**config.mk**
```make
export PLATFORM = sky130hd
export DESIGN_NAME = timer_irq_source
export DESIGN_NICKNAME = d
export VERILOG_FILES = /design/src/rtl/timer_irq_source.sv
export SDC_FILE = /design/constraint.sdc
export NUM_CORES = 1
export LEC_CHECK = 0
export ABC_CLOCK_PERIOD_IN_PS = 3100
export CORE_ASPECT_RATIO = 1.1
export CORE_UTILIZATION = 40
export DETAILED_ROUTE_END_ITERATION = 7
export PLACE_DENSITY_LB_ADDON = 0.1
export REMOVE_ABC_BUFFERS = 1
export SLEW_MARGIN = 20
export SYNTH_ARGS = -nofsm -noshare
export SYNTH_HDL_FRONTEND = slang
export SYNTH_SLANG_ARGS = --single-unit
```
**constraint.sdc**
```tcl
create_clock -name clk -period 3.1 [get_ports clk]
set_input_delay 0.465 -clock clk [delete_from_list [all_inputs] [get_ports clk]]
set_output_delay 0.465 -clock clk [all_outputs]
set_load 0.1 [all_outputs]
```
**src/rtl/timer_irq_source.sv**
```systemverilog
// Memory-mapped down-counting timer that raises a level interrupt to the CPU.
// Registers at BASE: CTRL (+0), PRESET (+4), COUNT (+8, read-only), reserved (+C).
module timer_irq_source #(
   parameter logic [31:0] BASE = 32'h0000_7F00
) (
   input  logic        clk,
   input  logic        reset,
   input  logic [31:0] addr,
   input  logic        we,
   input  logic [31:0] wdata,
   output logic [31:0] rdata,
   output logic        irq
);

   localparam int DATA_W = 32;

   typedef enum logic [1:0] {
      ST_IDLE,
      ST_LOAD,
      ST_CNT,
      ST_INT
   } state_t;

   state_t              state, state_next;
   logic                en, en_next;
   logic [1:0]          mode, mode_next;
   logic                im, im_next;
   logic                pending, pending_next;
   logic [DATA_W-1:0]   preset, preset_next;
   logic [DATA_W-1:0]   count, count_next;

   logic                sel;
   logic                wr_ctrl;
   logic                wr_preset;
   logic                unused_addr_bits;

   assign sel       = (addr[31:4] == BASE[31:4]);
   assign wr_ctrl   = sel && we && (addr[3:2] == 2'd0);
   assign wr_preset = sel && we && (addr[3:2] == 2'd1);
   assign unused_addr_bits = &{1'b0, addr[1:0]};

   assign irq = im & pending;

   always_comb begin
      rdata = '0;
      if (sel) begin
         case (addr[3:2])
            2'd0:    rdata = {28'd0, im, mode, en};
            2'd1:    rdata = preset;
            2'd2:    rdata = count;
            default: rdata = '0;
         endcase
      end
   end

   always_ff @(posedge clk or negedge reset) begin
      if (!reset) begin
         state   <= ST_IDLE;
         en      <= 1'b0;
         mode    <= 2'd0;
         im      <= 1'b0;
         pending <= 1'b0;
         preset  <= '0;
         count   <= '0;
      end else begin
         state   <= state_next;
         en      <= en_next;
         mode    <= mode_next;
         im      <= im_next;
         pending <= pending_next;
         preset  <= preset_next;
         count   <= count_next;
      end
   end

   always_comb begin
      state_next   = state;
      en_next      = en;
      mode_next    = mode;
      im_next      = im;
      pending_next = pending;
      preset_next  = preset;
      count_next   = count;

      case (state)
         ST_IDLE: begin
            if (en) state_next = ST_LOAD;
         end
         ST_LOAD: begin
            count_next = preset;
            state_next = ST_CNT;
         end
         ST_CNT: begin
            if (!en) begin
               state_next = ST_IDLE;
            end else if (count == '0) begin
               state_next   = ST_INT;
               pending_next = 1'b1;
            end else begin
               count_next = count - 32'd1;
            end
         end
         ST_INT: begin
            // Only mode 01 reloads; modes 00, 10 and 11 are one-shot.
            if (mode == 2'b01) begin
               state_next   = ST_LOAD;
               pending_next = 1'b0;
            end else begin
               en_next    = 1'b0;
               state_next = ST_IDLE;
            end
         end
         default: state_next = ST_IDLE;
      endcase

      // Software writes come last so they win over any hardware update in the same cycle.
      if (wr_ctrl) begin
         en_next      = wdata[0];
         mode_next    = wdata[2:1];
         im_next      = wdata[3];
         pending_next = 1'b0;
      end
      if (wr_preset) preset_next = wdata;
   end

endmodule

```
==> flow_metrics.tcl <==
set metrics [dict create \
    cts_resized 0 \
    cts_max_path_buffers 2 \
    p_switching_w 0.0004058 \
    first_pass_iters 7 \
    grt_use_total_pct 21.85 \
    timing.rr.start "count[12]" \
    slew_headroom_pct 46.72 \
    port_buffers 97 \
    nets 597 \
    grt_max_degree 41 \
    dieArea_um2 10650 \
    num_antenna_cells 0 \
    dpl.hpwl_mm 7.507 \
    cts_tree "done" \
    cts_buffers 9 \
    p_clk_share_pct 41.3 \
    die_x_um 98.48 \
    htreeDepth 3 \
    fp.dieH_um 108.1 \
    crit_required_ps 2630 \
    grt_pass1_wl_mm 18.33 \
    start_kind "input port" \
    overflow 0 \
    sw_frac_of_total_pct 22.51 \
    area_growth_pct 41.31 \
    p_leak_nw 2.388 \
    hold_buffers 0 \
    wl_mm 10.95 \
    grt_pass1_vias 3771 \
    cp.arrival_ps 2600 \
    finalHoldViolCount 0 \
    tightest_slew_ps 799.2 \
    end_kind "primary output" \
    power.density_nw_per_um2 311.5 \
    ys_ff_latch 71 \
    slowest_delay_ps 570 \
    core_um2 9889 \
    stdcell_count 654 \
    skew_ps 4.873 \
    drv_cap 0 \
    cts_num_sinks 71 \
    antenna_found_initial 0 \
    rows 38 \
    fin_crit_sh_pct 98.79 \
    slowest_stage "or4_1" \
    holdCritPathClass "input port to asynchronous set/reset pin" \
    drcViolationCount 12 \
    worstSetupPathType "input port to primary output" \
    fin_crit_ps 3062 \
    max_freq_mhz 326.5 \
    path_max_fanout 34 \
    drive_gt1_share_pct 21.91 \
    drtAntennaViolNets 0 \
    syn_area_per_cell_um2 9.350 \
    synth-async-reset-ratio_pct 100.0 \
    fill_cells 840 \
    mostFrequentLayoutCells "71 x dfrtp_1, 70 x nor2_1, 63 x clkdlybuf4s50_1" \
    startpoint "addr[5]" \
    seqPwrFrac_pct 51.3 \
    ys_seq_area_share_pct 43.39 \
    initial_utilization_pct 41.41 \
    drtIter0Drc 218 \
    timing.hold.ws_ps 187.5 \
    placed_cells 638 \
    slew_viol_final 0 \
    irDropWorstVdd_v 0.0001661 \
    synth_ff_type "dfrtp_1" \
    vias 3815 \
    intPower_w 0.001397 \
    insertion_delay_ps 350 \
    netlist_instances 438 \
    clkTransAtPathRegs_ps 80 \
    crit_buf_inv 3 \
    yosysWarnings 0 \
    cp_common_cell "buf_12" \
    tns_ps 0 \
    layout_commonest_cell "dfrtp_1" \
    post_cts_buffers 0 \
    status "complete, but fails checks" \
    place_congestion 0.7590 \
    synth.distinct_cells 54 \
    clock-root-buffer "clkbuf_8" \
    wire_per_inst_um 16.74 \
    boundaryPins 100 \
    synth_edf_count 0 \
    rsz0062_at_grt "yes" \
    viasPerCell 5.833 \
    finalSetupViolCount 0 \
    combPwrFrac_pct 7.3 \
    synth_area_um2 4095 \
    violations "design-rule violations" \
    critPathTopFamily "simple AND/OR/NAND/NOR gates" \
    path_cells "clkdlybuf4s50_1 > or4b_1 > or4_1 > buf_12 > nor2_1 > buf_12" \
]
[metrics by stage]
stage	instance area (µm²)	power (W)	setup slack [ps]	utilization [%]
after floorplan	3938	0.0009573	-655.9	-
after global placement	5592	0.001077	-0.6908	56.54
after detailed placement	5592	0.001078	-3.000	56.54
after CTS	5782	0.001819	11.34	58.46
after global routing	5787	0.001874	-45.90	58.51
final	5787	0.001802	37.65	58.51
[final timing paths]
| kind | to | slack (ps) | cells past startpoint |
|---|---|---|---|
| worst max-delay path | rdata[10] | 40 | 6 |
| worst min-delay path | preset[26] | 190 | 1 |
| worst max register to register | count[18] | 430 | 6 |
| worst min register to register | preset[7] | 530 | 1 |
| max in group asynchronous | count[6] | 2210 | 2 |
| min in group clk | preset[7] | 530 | 1 |
[synthesized netlist by cell type, types with 2 or more instances]
cell type	number	area share, %
a31oi_1	4	0.61
a22oi_1	35	6.4
a21oi_1	31	3.8
o21a_1	4	0.73
a32oi_1	6	1.3
clkbuf_1	23	2.1
buf_4	3	0.55
nand3_1	4	0.49
nand2b_1	2	0.31
inv_1	4	0.37
dfrtp_1	71	43
or4_1	3	0.55
buf_2	6	0.73
nor3b_1	3	0.55
or4_4	2	0.55
mux2i_1	5	1.2
nor3_1	8	0.98
nor2b_1	6	0.92
o31a_1	2	0.43
o21ai_0	40	4.9
nor2_1	72	6.6
nand4_2	2	0.61
nor4_1	15	2.3
o22a_1	4	0.86
o2bb2ai_1	6	1.3
o22ai_1	2	0.31
buf_1	2	0.18
a22o_1	2	0.43
nand2_1	12	1.1
nand4_1	2	0.31
mux2_2	34	9.3
[layout make-up]
| class | instances | area, µm² | share of cell area, % |
|---|---|---|---|
| tap | 120 | 150.1 | 2.595 |
| clock inverter | 4 | 45.04 | 0.7784 |
| timing repair buffer | 115 | 1494 | 25.82 |
| sequential | 71 | 1777 | 30.70 |
| multi-input combinational | 328 | 2161 | 37.34 |
| inverter | 4 | 15.01 | 0.2595 |
| clock buffer | 12 | 145.1 | 2.508 |
[state kept, by name, indices dropped and copies added (netlist names)]
signal / count
count: 32
preset: 32
mode: 2
state: 2
en: 1
im: 1
pending: 1
[worst register-to-register path, cell delays in order (launching register included)]
cell	delay (ps)
dfrtp_1	420
nor4_1	430
nor2b_1	420
nand4_2	280
o31a_1	600
o21a_1	210
o22a_1	190
[layer usage]
layer	vias up	share of wire (%)	global-route usage (%)
met5	-	0	0
met4	0	1.5	7.783
met3	11	6.3	4.783
met2	113	48	36.47
met1	1875	44	28.05
li1	1816	-	-
[cells by family after synthesis]
family	after synthesis	share of synthesized area, %
AOI/OAI and AO/OA	143	22.64
adders and majority gates	1	0.3055
buffers and inverters	39	4.216
DFF	71	43.39
muxes	40	10.85
and+or+nand+nor	144	18.61
[power by group through the flow]
stage	clock network, W	registers (W)	logic, W
CTS	0.000759	0.000925	0.000135
global route	0.000805	0.000925	0.000143
global placement	0	0.000944	0.000134
floorplan	0	0.000944	0.0000134
finish	0.000745	0.000925	0.000132
detailed placement	0	0.000944	0.000134
Power figures use the tool's default switching activity.
